### config.mk
export PLATFORM = sky130hd
export DESIGN_NAME = sdfa_neuron_driver
export DESIGN_NICKNAME = d
export VERILOG_FILES = /design/src/rtl/sdfa_neuron_driver.sv
export SDC_FILE = /design/constraint.sdc
export NUM_CORES = 1
export LEC_CHECK = 0
export BUFFER_PORTS_ARGS = -buffer_cell sky130_fd_sc_hd__buf_2
export CORE_ASPECT_RATIO = 0.7
export CORE_MARGIN = 2
export CORE_UTILIZATION = 50
export DETAILED_ROUTE_END_ITERATION = 6
export GPL_TIMING_DRIVEN = 0
export MAX_ROUTING_LAYER = met4
export PLACE_DENSITY = 0.78
export SKIP_LAST_GASP = 1
export SLEW_MARGIN = 20
export SYNTH_ARGS = -nofsm -noshare
export SYNTH_HDL_FRONTEND = slang
export SYNTH_SLANG_ARGS = --single-unit
### constraint.sdc
create_clock -name clk -period 2.8 [get_ports clk]
set_input_delay 0.14 -clock clk [delete_from_list [all_inputs] [get_ports clk]]
set_output_delay 0.14 -clock clk [all_outputs]
set_load 0.005 [all_outputs]
### src/rtl/sdfa_neuron_driver.sv
`default_nettype none
// ============================================================================
// Module   : sdfa_neuron_driver
// Brief    : Initiator for an sdfa_neuron. Streams one block of (spike, weight)
//            beats into the neuron, collects its sum and forwards a thresholded
//            spike plus the raw sum downstream on a valid/ready port.
// Revision : 1.0 - initial release
// ============================================================================
module sdfa_neuron_driver #(
    parameter int WEIGHT_W  = 9,
    parameter int SUM_W     = 10,
    parameter int BLOCK_LEN = 16,
    parameter int CNT_W     = 5,
    parameter int THRESH    = 64,
    parameter int TIMEOUT   = 255
) (
    input  logic                clk,
    input  logic                rstn,
    input  logic                in_valid,
    output logic                in_ready,
    input  logic                in_spike,
    input  logic [WEIGHT_W-1:0] in_weight,
    output logic                cal_en,
    output logic                new_block,
    output logic                input_spike,
    output logic [WEIGHT_W-1:0] weight,
    input  logic [SUM_W-1:0]    sum,
    input  logic                cal_done,
    output logic                read_done,
    output logic                out_valid,
    input  logic                out_ready,
    output logic                out_spike,
    output logic [SUM_W-1:0]    out_sum,
    output logic                err
);

    typedef enum logic [1:0] {
        S_IDLE      = 2'd0,
        S_FEED      = 2'd1,
        S_WAIT_DONE = 2'd2,
        S_OUT       = 2'd3
    } state_t;

    localparam logic [CNT_W-1:0]        c_cnt_last = CNT_W'(BLOCK_LEN - 1);
    localparam logic [7:0]              c_tmo_last = 8'(TIMEOUT - 1);
    localparam logic signed [SUM_W-1:0] c_thresh   = SUM_W'(THRESH);

    state_t              r_state;
    state_t              w_state_nxt;
    logic [CNT_W-1:0]    r_cnt;
    logic [7:0]          r_tmo;
    logic                r_in_ready;
    logic                r_cal_en;
    logic                r_new_block;
    logic                r_input_spike;
    logic [WEIGHT_W-1:0] r_weight;
    logic                r_read_done;
    logic                r_out_valid;
    logic                r_out_spike;
    logic [SUM_W-1:0]    r_out_sum;
    logic                r_err;

    logic w_beat;
    logic w_last;
    logic w_capture;
    logic w_timeout;

    assign w_beat    = in_valid && r_in_ready;
    assign w_last    = w_beat && (r_cnt == c_cnt_last);
    assign w_capture = (r_state == S_WAIT_DONE) && cal_done;
    // A cal_done on the expiry edge takes priority over the timeout.
    assign w_timeout = (r_state == S_WAIT_DONE) && !cal_done && (r_tmo == c_tmo_last);

    always_ff @(posedge clk or negedge rstn) begin
        if (!rstn) begin
            r_state <= S_IDLE;
        end else begin
            r_state <= w_state_nxt;
        end
    end

    always_comb begin
        w_state_nxt = r_state;
        case (r_state)
            S_IDLE: begin
                if (w_beat) begin
                    w_state_nxt = w_last ? S_WAIT_DONE : S_FEED;
                end
            end
            S_FEED: begin
                if (w_last) begin
                    w_state_nxt = S_WAIT_DONE;
                end
            end
            S_WAIT_DONE: begin
                if (w_capture) begin
                    w_state_nxt = S_OUT;
                end else if (w_timeout) begin
                    w_state_nxt = S_IDLE;
                end
            end
            S_OUT: begin
                if (out_ready) begin
                    w_state_nxt = S_IDLE;
                end
            end
            default: w_state_nxt = S_IDLE;
        endcase
    end

    // in_ready is registered from the next state so it reads 0 while in reset.
    always_ff @(posedge clk or negedge rstn) begin
        if (!rstn) begin
            r_in_ready    <= 1'b0;
            r_cnt         <= '0;
            r_tmo         <= '0;
            r_cal_en      <= 1'b0;
            r_new_block   <= 1'b0;
            r_input_spike <= 1'b0;
            r_weight      <= '0;
            r_read_done   <= 1'b0;
            r_out_valid   <= 1'b0;
            r_out_spike   <= 1'b0;
            r_out_sum     <= '0;
            r_err         <= 1'b0;
        end else begin
            r_in_ready    <= (w_state_nxt == S_IDLE) || (w_state_nxt == S_FEED);
            r_cal_en      <= w_beat;
            r_new_block   <= w_beat && (r_cnt == '0);
            r_input_spike <= w_beat && in_spike;
            r_read_done   <= w_capture || w_timeout;

            if (w_beat) begin
                r_weight <= in_weight;
                r_cnt    <= w_last ? '0 : r_cnt + 1'b1;
            end

            if ((r_state == S_WAIT_DONE) && !cal_done && !w_timeout) begin
                r_tmo <= r_tmo + 8'd1;
            end else begin
                r_tmo <= '0;
            end

            if (w_capture) begin
                r_out_sum   <= sum;
                r_out_spike <= ($signed(sum) >= c_thresh);
                r_out_valid <= 1'b1;
            end else if ((r_state == S_OUT) && out_ready) begin
                r_out_valid <= 1'b0;
            end

            if (w_timeout) begin
                r_err <= 1'b1;
            end
        end
    end

    assign in_ready    = r_in_ready;
    assign cal_en      = r_cal_en;
    assign new_block   = r_new_block;
    assign input_spike = r_input_spike;
    assign weight      = r_weight;
    assign read_done   = r_read_done;
    assign out_valid   = r_out_valid;
    assign out_spike   = r_out_spike;
    assign out_sum     = r_out_sum;
    assign err         = r_err;

endmodule
`default_nettype wire

==> flow_metrics.py, run 1 <==
metrics = {
    "final_layout": {
        "drive_above_1_share": 0.416,
        "synthToLayoutAreaGrowth_pct": 24.4,
        "antennaDiodeCount": 0,
        "fill_cells": 256,
        "nNetsFinal": 225,
    },
    "cts": {
        "clkSlewWorstSetupHoldPaths_ns": 0.08,
        "postCtsSetupBuffers": 0,
        "worst_skew_pair.late_latency_ns": 0.29,
        "cts_root_buf": "clkbuf_8",
        "cts_buffers": 5,
        "cts_max_level": 2,
        "cts_tree": "built",
        "cts_hold_buf": 0,
        "cts_sinks": 42,
        "cts_resized": 0,
        "cts.path.max_buffers": 2,
    },
    "sta": {
        "setup_viol": 0,
        "slew_viol_final": 0,
        "slew_headroom": 0.410,
        "fmax_mhz": 623,
        "whs_ns": -0.0332,
        "rsz0062_at_grt": "false",
        "setup_tns_ns": 0,
        "fin_crit_sh": 0.573,
        "fin_crit_ns": 1.61,
        "finalWorstSetupSlack_ns": 1.19,
        "hold_viol": 42,
        "fin_skew_ns": 0.00328,
        "tightest_slew_ns": 0.884,
    },
    "power": {
        "power_leakage_uw": 0.00103,
        "power_density_nw_per_um2": 948,
        "report.power.total_uw": 2040,
        "ir_drop_mv": 0.508,
    },
    "logic_synthesis": {
        "synth_top_area_share": 0.606,
        "synth.ff_latch_count": 42,
        "synthXorXnorAreaFrac": 0.0202,
        "synth.distinct_cells": 32,
        "synth_edf_count": 0,
        "synth-warning-count": 0,
        "seq_area_frac_synth": 0.606,
        "muxShareOfSynthArea": 0.129,
        "async_reset_ff_frac": 1.00,
        "synthSimpleGateAreaFrac": 0.112,
        "synthCells": 138,
        "synth_common_cells": "42 x dfrtp_1, 19 x mux2_2, 13 x nand2_1",
        "synth_area_leaders": "dfrtp_1 61%, mux2_2 12%, ha_1 2.9%",
        "syn_area_sq_um": 1730,
        "synth.most_common_cell": "dfrtp_1",
        "synthFlopType": "dfrtp_1",
        "yosys.area.top_type": "dfrtp_1",
        "synth_nets": 167,
        "synth_compound_area_frac": 0.0852,
        "syn_area_per_cell_sq_um": 12.6,
        "synth-adder-area-share": 0.0289,
        "synth_top_family_by_area": "multiplexers",
    },
    "route": {
        "first_pass_iters": 4,
        "drc_errors": 0,
        "ant_nets": 0,
        "avgViaCountPerCell": 5.18,
        "routed_wirelength_mm": 3.44,
        "vias": 1265,
        "drt_iter0_markers": 78,
        "wl_per_cell_um": 14.1,
    },
    "placed_design": {
        "portBuffers": 51,
        "dp_worst_setup_slack_ns": 1.21,
        "hpwl_mm": 2.54,
        "gp_congestion": 0.844,
    },
    "setup_path": {
        "cp.required_ns": 2.98,
        "worstPathArrival_ns": 1.79,
        "critPathLaunchType": "flip-flop",
        "rr_endpoint": "r_state[1]",
        "critical_path.max_stage_delay_ns": 0.46,
        "crit_buf_inv": 1,
        "critPathMaxFanout": 7,
        "path_cells": "inv_1 > ha_1 > nand2_1 > or3_4 > a211o_1",
        "path_class": "flip-flop to flip-flop",
        "crit_family": "flip-flops",
        "cp_slowest_cell": "dfrtp_1",
        "r2r.worst_path.cells": 5,
        "endpoint_kind": "flip-flop",
        "crit-reg2reg-launch": "r_tmo[0]",
        "reg2reg_setup_slack_ns": 1.19,
    },
    "floorplan": {
        "io_pins": 52,
        "start_util": 0.536,
        "dieArea_sq_um": 3960,
        "die_w_um": 74.4,
        "rows": 17,
        "core_area_sq_um": 3230,
        "die_h_um": 53.3,
    },
    "grt": {
        "grt_antenna_before_repair": 0,
        "grt_usage": 0.194,
        "grt_max_degree": 43,
        "grt.overflow.total": 0,
        "grt_pass1_vias": 1223,
        "grt_pass1_wl_mm": 5.33,
    },
    "status": {
        "violations": "hold timing",
        "status": "finished with violations",
    },
    "hold_path": {
        "hp-class": "primary input to async pin",
    },
    "run": {
        "cap_violations": 0,
    },
}
-- flip-flops by register name, summed over array words and instances, names as in the netlist, named ones only --
signal and cells:
r_cnt 5, out_spike 1, new_block 1, in_ready 1
cal_en 1, r_state 1, r_tmo 8, out_valid 1
read_done 1, input_spike 1, out_sum 10, err 1
weight 9
-- per-layer routing --
metal,routed length (um),global-route usage
met5,0,-
met4,49,0.0863
met3,210,0.0533
met2,1730,0.338
met1,1450,0.208
-- worst reg2reg max path, cell delays in order (launching register included) --
cell and delay [ns]:
dfrtp_1 0.46, inv_1 0.09, ha_1 0.19, nand2_1 0.09, or3_4 0.37, a211o_1 0.30
-- placed cells by master (no fill, tap or decap), types with 2 or more instances in the layout --
| master | n |
|---|---|
| clkbuf_8 | 5 |
| nand3_1 | 4 |
| clkinv_2 | 2 |
| xor2_1 | 2 |
| nor2_1 | 7 |
| a21oi_1 | 7 |
| nor3_1 | 2 |
| dfrtp_1 | 42 |
| nand3b_1 | 2 |
| nand2_1 | 13 |
| inv_1 | 5 |
| o21ai_0 | 7 |
| xnor2_1 | 2 |
| buf_2 | 52 |
| o21bai_1 | 2 |
| o31ai_1 | 2 |
| ha_1 | 4 |
| or3_1 | 2 |
| mux2_2 | 19 |
-- cells by family after synthesis --
family,after synthesis
muxes,20
xor gates and xnor gates,4
DFF,42
buffers and inverters,8
and+or+nand+nor,37
AOI/OAI and AO/OA,23
adders and majority gates,4
-- stage by stage --
stage / util / cell area [sq um] / cells
6_report: 0.667 / 2160 / 244
5_1_grt: 0.667 / 2160 / 244
4_1_cts: 0.667 / 2160 / 244
3_5_place_dp: 0.633 / 2050 / 236
3_3_place_gp: 0.633 / 2050 / 236
2_1_floorplan: - / 1730 / 138
-- layout make-up --
type	instances	area [sq um]	area share
tap	47	58.8	0.0273
inverter	6	22.5	0.0104
clock inverter	3	40.0	0.0186
clock buffer	5	68.8	0.0319
sequential	42	1050	0.488
multi-input combinational	88	651	0.302
buffer	2	8.76	0.00406
timing repair buffer	51	255	0.118
-- report_power, final --
| part | internal [uW] | switching, uW |
|---|---|---|
| Sequential | 826 | 146 |
| Combinational | 338 | 273 |
| Clock | 262 | 200 |
| Total | 1430 | 619 |
-- how the worst max path moves through the flow --
stage / from / end / slack [ns] / cells after the start
after detailed placement: r_tmo[0] / r_state[1] / 1.21 / 5
after CTS: r_tmo[0] / r_state[1] / 1.20 / 5
after floorplan: r_tmo[0] / r_state[1] / 1.33 / 5
after global placement: r_tmo[0] / r_state[1] / 1.26 / 5
after global routing: r_tmo[0] / r_state[1] / 1.14 / 5
final: r_tmo[0] / r_state[1] / 1.19 / 5
No activity file was read; power rests on OpenSTA's default activity.
==> run 2, diff against run 1 <==
- CORE_UTILIZATION: 50 -> 45
- PLACE_DENSITY: 0.78 -> 0.74
- clock period: 2.8 -> 1.35 ns (I/O delays scaled with it)
==> flow_metrics.py, run 2 (synthesis gave the netlist of run 1 again) <==
metrics = {
    "route": {
        "drt_iter0_markers": 47,
        "first_pass_iters": 4,
        "drc_errors": 0,
        "avgViaCountPerCell": 5.02,
        "routed_wirelength_mm": 3.65,
        "ant_nets": 0,
        "wl_per_cell_um": 14.2,
        "vias": 1295,
    },
    "floorplan": {
        "dieArea_sq_um": 4370,
        "io_pins": 52,
        "rows": 18,
        "start_util": 0.481,
        "core_area_sq_um": 3600,
        "die_h_um": 55.9,
        "die_w_um": 78.2,
    },
    "setup_path": {
        "critPathMaxFanout": 4,
        "worstPathArrival_ns": 1.63,
        "path_class": "flip-flop to flip-flop",
        "endpoint_kind": "flip-flop",
        "cp.required_ns": 1.53,
        "critPathLaunchType": "flip-flop",
    },
    "cts": {
        "cts_sinks": 42,
        "worst_skew_pair.late_latency_ns": 0.29,
        "cts.path.max_buffers": 2,
        "cts_buffers": 5,
        "cts_tree": "built",
        "cts_root_buf": "clkbuf_8",
        "cts_max_level": 2,
        "clkSlewWorstSetupHoldPaths_ns": 0.08,
    },
    "grt": {
        "grt_max_degree": 43,
        "grt_usage": 0.188,
        "grt.overflow.total": 0,
        "grt_pass1_vias": 1333,
        "grt_antenna_before_repair": 0,
        "grt_pass1_wl_mm": 6.16,
    },
    "sta": {
        "finalWorstSetupSlack_ns": -0.103,
        "fin_skew_ns": 0.00256,
        "hold_viol": 0,
        "fin_crit_sh": 1.08,
        "whs_ns": 0.00695,
        "setup_viol": 8,
        "slew_viol_final": 0,
        "fmax_mhz": 688,
        "rsz0062_at_grt": "true",
        "slew_headroom": 0.391,
        "fin_crit_ns": 1.45,
        "tightest_slew_ns": 0.913,
    },
    "final_layout": {
        "nNetsFinal": 236,
        "drive_above_1_share": 0.452,
        "antennaDiodeCount": 0,
        "layout_commonest_cell": "buf_2",
        "largest_register_ffs": 10,
        "final_area_sq_um": 2300,
        "fin_cells": 258,
        "utilization": 0.639,
        "multi_input_area_sq_um": 681,
        "register_area_sq_um": 1050,
        "final_cell_mix": "51 x buf_2, 40 x dfrtp_1, 19 x mux2_2",
        "synthToLayoutAreaGrowth_pct": 32.9,
        "fill_cells": 292,
    },
    "status": {
        "violations": "setup timing",
        "status": "finished with violations",
    },
    "power": {
        "netSwitchingPower_uw": 1340,
        "p_sw_frac": 0.306,
        "ir_drop_mv": 1.33,
        "report.power.total_uw": 4370,
        "power_frac_comb": 0.315,
        "p_int_uw": 3030,
        "power_density_nw_per_um2": 1900,
        "power_frac_seq": 0.460,
        "power_leakage_uw": 0.00109,
        "clkPwrFrac": 0.224,
    },
    "placed_design": {
        "dpl-instance-area_sq_um": 2060,
        "hpwl_mm": 2.50,
        "portBuffers": 51,
        "gp_congestion": 0.715,
        "dp.cells": 239,
    },
    "hold_path": {
        "hp-class": "primary input to flip-flop",
    },
    "run": {
        "cap_violations": 0,
    },
}
==> run 2: cell count changes in the layout (fill, tap and decap cells not counted), sizes merged <==
cell         delta
clkinv          -2
clkinvlp        +2
buf             +4
dlygate4sd3     +7
==> run 2: routing by layer <==
layer	vias to the layer above	share of wire	track usage
met5	-	0	-
met4	0	0.010	0.0376
met3	5	0.065	0.0568
met2	52	0.49	0.305
met1	613	0.43	0.236
li1	625	-	-
==> run 2: path summary, 6_finish.rpt <==
kind,slack (ns),cells past startpoint,endpoint,from
max,-0.10,5,r_state[1],r_tmo[0]
min,0.007,2,weight[2],in_weight[2]
max reg2reg,-0.10,5,r_state[1],r_tmo[0]
min reg2reg,0.50,1,out_sum[4],out_sum[4]
max in group asynchronous,0.29,2,r_tmo[0],rstn
min in group asynchronous,0.44,2,weight[4],rstn
==> run 2: timing repair <==
item | 4_1_cts | 5_1_grt
resized for setup | 6 | 6
setup endpoints to repair | 26 | 20
pin swaps | 3 | 2
endpoints found under the hold margin | 46 | 2
hold buffers | 5 | 2
buffers inserted | 4 | 0
==> run 2: area by class of cell <==
class	instances	area share
Sequential cell	42	0.457
Multi-Input combinational cell	88	0.295
Timing Repair Buffer	62	0.154
Clock buffer	5	0.0299
Tap cell	50	0.0272
Clock inverter	3	0.0196
Inverter	6	0.00978
Buffer	2	0.00652
==> run 2: critical path: stages, from the launching register on <==
cell	delay (ns)
dfrtp_2	0.42
inv_2	0.08
ha_4	0.16
nand2_4	0.05
or3_4	0.36
a211o_1	0.27
==> run 2: power groups by stage <==
| stage | combinational, uW | clock [uW] | sequential (uW) |
|---|---|---|---|
| after floorplan | 689 | 0 | 2030 |
| after global placement | 1230 | 0 | 2000 |
| after detailed placement | 1290 | 0 | 2030 |
| after CTS | 1390 | 999 | 2010 |
| after global routing | 1550 | 1080 | 2090 |
| final | 1380 | 981 | 2010 |
==> run 2: metrics by stage <==
| step | setup TNS, ns | setup slack, ns |
|---|---|---|
| finish | -0.313 | -0.103 |
| detailed placement | -2.73 | -0.166 |
| CTS | -0.228 | -0.116 |
| global placement | -1.84 | -0.140 |
| global route | -0.993 | -0.159 |
| floorplan | -0.0884 | -0.0772 |
==> run 3, diff against run 2 <==
- ABC_AREA: not set -> 1
- CORE_UTILIZATION: 45 -> 46
- PLACE_DENSITY: 0.74 -> 0.75
==> flow_metrics.py, run 3 <==
metrics = {
    "status": {
        "status": "finished, final reports clean",
    },
    "route": {
        "first_pass_iters": 4,
        "vias": 1541,
        "avgViaCountPerCell": 4.57,
        "drc_errors": 0,
        "drt_iter0_markers": 103,
        "ant_nets": 0,
        "wl_per_cell_um": 11.6,
        "routed_wirelength_mm": 3.93,
    },
    "sta": {
        "fmax_mhz": 801,
        "fin_crit_sh": 0.925,
        "fin_crit_ns": 1.25,
        "tightest_slew_ns": 0.902,
        "setup_viol": 0,
        "rsz0062_at_grt": "false",
        "slew_headroom": 0.399,
        "hold_viol": 0,
        "finalWorstSetupSlack_ns": 0.102,
        "setup_tns_ns": 0,
        "slew_viol_final": 0,
        "fin_skew_ns": 0.00677,
    },
    "final_layout": {
        "utilization": 0.641,
        "drive_above_1_share": 0.274,
        "fin_cells": 337,
        "final_area_sq_um": 2470,
        "antennaDiodeCount": 0,
        "synthToLayoutAreaGrowth_pct": 35.8,
        "fill_cells": 313,
        "final_cell_mix": "78 x nand2_1, 52 x buf_2, 42 x dfrtp_1",
        "multi_input_area_sq_um": 663,
        "layout_commonest_cell": "nand2_1",
        "register_area_sq_um": 1050,
        "largest_register_ffs": 10,
        "nNetsFinal": 314,
    },
    "placed_design": {
        "hpwl_mm": 2.53,
        "dp_worst_setup_slack_ns": 0.0734,
        "portBuffers": 51,
        "gp_congestion": 0.874,
        "dp.cells": 309,
        "dpl-instance-area_sq_um": 2140,
    },
    "logic_synthesis": {
        "yosys.area.top_type": "dfrtp_1",
        "synth-warning-count": 0,
        "synth.ff_latch_count": 42,
        "synth_top_area_share": 0.578,
        "synth_common_cells": "79 x nand2_1, 42 x dfrtp_1, 21 x inv_1",
        "syn_area_sq_um": 1820,
        "synth.most_common_cell": "nand2_1",
        "synth_nets": 235,
        "synthFlopType": "dfrtp_1",
        "synth.distinct_cells": 25,
        "synth_edf_count": 0,
        "synth_area_leaders": "dfrtp_1 58%, nand2_1 16%, inv_1 4.3%",
        "synthCells": 206,
        "seq_area_frac_synth": 0.578,
        "async_reset_ff_frac": 1.00,
        "syn_area_per_cell_sq_um": 8.83,
    },
    "cts": {
        "cts_max_level": 2,
        "cts_root_buf": "clkbuf_8",
        "cts_tree": "built",
        "cts_sinks": 42,
        "cts_buffers": 5,
        "worst_skew_pair.late_latency_ns": 0.29,
        "clkSlewWorstSetupHoldPaths_ns": 0.08,
        "cts.path.max_buffers": 2,
    },
    "setup_path": {
        "worstPathArrival_ns": 1.48,
        "critical_path.max_stage_delay_ns": 0.39,
        "crit-reg2reg-launch": "in_ready",
        "crit_family": "simple AND/OR/NAND/NOR gates",
        "timing.critical_path.mode_cell": "nand2_1",
        "cp_slowest_cell": "clkbuf_1",
        "cp_num_cells": 4,
        "r2r.worst_path.cells": 4,
        "endpoint_kind": "flip-flop",
        "cp.required_ns": 1.59,
        "crit_path_start": "in_ready",
        "reg2reg_setup_slack_ns": 0.10,
        "path_class": "flip-flop to flip-flop",
        "critPathLaunchType": "flip-flop",
        "path_cells": "nand2_1 > clkbuf_1 > nand2_1 > nand2_1",
        "crit_buf_inv": 1,
        "critPathMaxFanout": 10,
        "cp-endpoint": "weight[8]",
        "rr_endpoint": "weight[8]",
    },
    "floorplan": {
        "io_pins": 52,
        "start_util": 0.472,
        "die_h_um": 56.6,
        "dieArea_sq_um": 4480,
        "die_w_um": 79.1,
        "rows": 19,
        "core_area_sq_um": 3850,
    },
    "grt": {
        "grt_pass1_vias": 1474,
        "grt_pass1_wl_mm": 6.71,
        "grt.overflow.total": 0,
        "grt_antenna_before_repair": 0,
        "grt_max_degree": 43,
        "grt_usage": 0.205,
    },
    "hold_path": {
        "hp-start": "sum[9]",
        "hp-class": "primary input to flip-flop",
        "holdPathStages": 3,
    },
    "power": {
        "power_leakage_uw": 0.00134,
        "ir_drop_mv": 0.742,
        "power_density_nw_per_um2": 1830,
    },
    "run": {
        "cap_violations": 0,
    },
}
==> run 3: changes by cell type after synthesis, moves of 4 or more <==
cell     previous run  this run
inv_1               5        21
inv_2               0         5
o21ai_0             7         3
nor2_1              7        16
nand3_1             4         9
mux2_2             19         0
nand2_1            13        79
==> run 3: worst reg2reg max path: cells and delay by family, from the launching register on <==
kind,cells,cell delay [ns]
flip-flops,1,0.38
AND/OR/NAND/NOR,3,0.42
buffers and inverters,1,0.39
==> run 3: layout make-up <==
| type | instances | share of cell area |
|---|---|---|
| Tap cell | 52 | 0.0264 |
| Multi-Input combinational cell | 135 | 0.269 |
| Inverter | 26 | 0.0395 |
| Clock buffer | 6 | 0.0335 |
| Sequential cell | 42 | 0.426 |
| Buffer | 3 | 0.00659 |
| Timing Repair Buffer | 72 | 0.188 |
| Clock inverter | 1 | 0.0122 |
==> run 3: cells by family after synthesis <==
kind of cell / Yosys count / share of synthesized area
simple gates: 120 / 0.294
flops: 42 / 0.578
compound gates: 9 / 0.0282
xor+xnor: 2 / 0.00964
buf+inv: 29 / 0.0626
fa+ha+maj: 4 / 0.0275
==> run 3: how the worst min path moves through the flow <==
stage,to,slack [ns]
2_1_floorplan,async pin,-0.23
3_3_place_gp,r_tmo[0],0.26
3_5_place_dp,r_tmo[0],0.26
4_1_cts,out_sum[9],0.04
5_1_grt,out_sum[9],0.04
6_report,out_sum[9],0.04
==> run 3: metal layers <==
| layer | part of all wire | GRT usage | vias to the layer above |
|---|---|---|---|
| met1 | 0.49 | 0.272 | 705 |
| met2 | 0.44 | 0.297 | 35 |
| met3 | 0.042 | 0.0450 | 10 |
| met5 | 0 | - | - |
| met4 | 0.026 | 0.108 | 0 |
| li1 | - | - | 791 |
==> run 3: timing repair <==
action,4_1_cts,5_1_grt
setup buffers,0,1
hold buffers,20,0
endpoints found under the setup margin,0,10
hold endpoints to repair,61,0
resized for setup,0,3
==> run 3: power breakdown <==
| part | internal [uW] | switching [uW] | total, uW | leakage (uW) |
|---|---|---|---|---|
| logic | 654 | 860 | 1510 | 0.000752 |
| clock network | 591 | 403 | 995 | 0.0000573 |
| registers | 1710 | 295 | 2010 | 0.000527 |
==> run 3: per-stage QoR <==
step	power (uW)	hold WS [ns]
CTS	4500	0.0400
global placement	3400	0.256
floorplan	2840	-0.228
detailed placement	3450	0.257
global route	4900	0.0429
finish	4520	0.0414
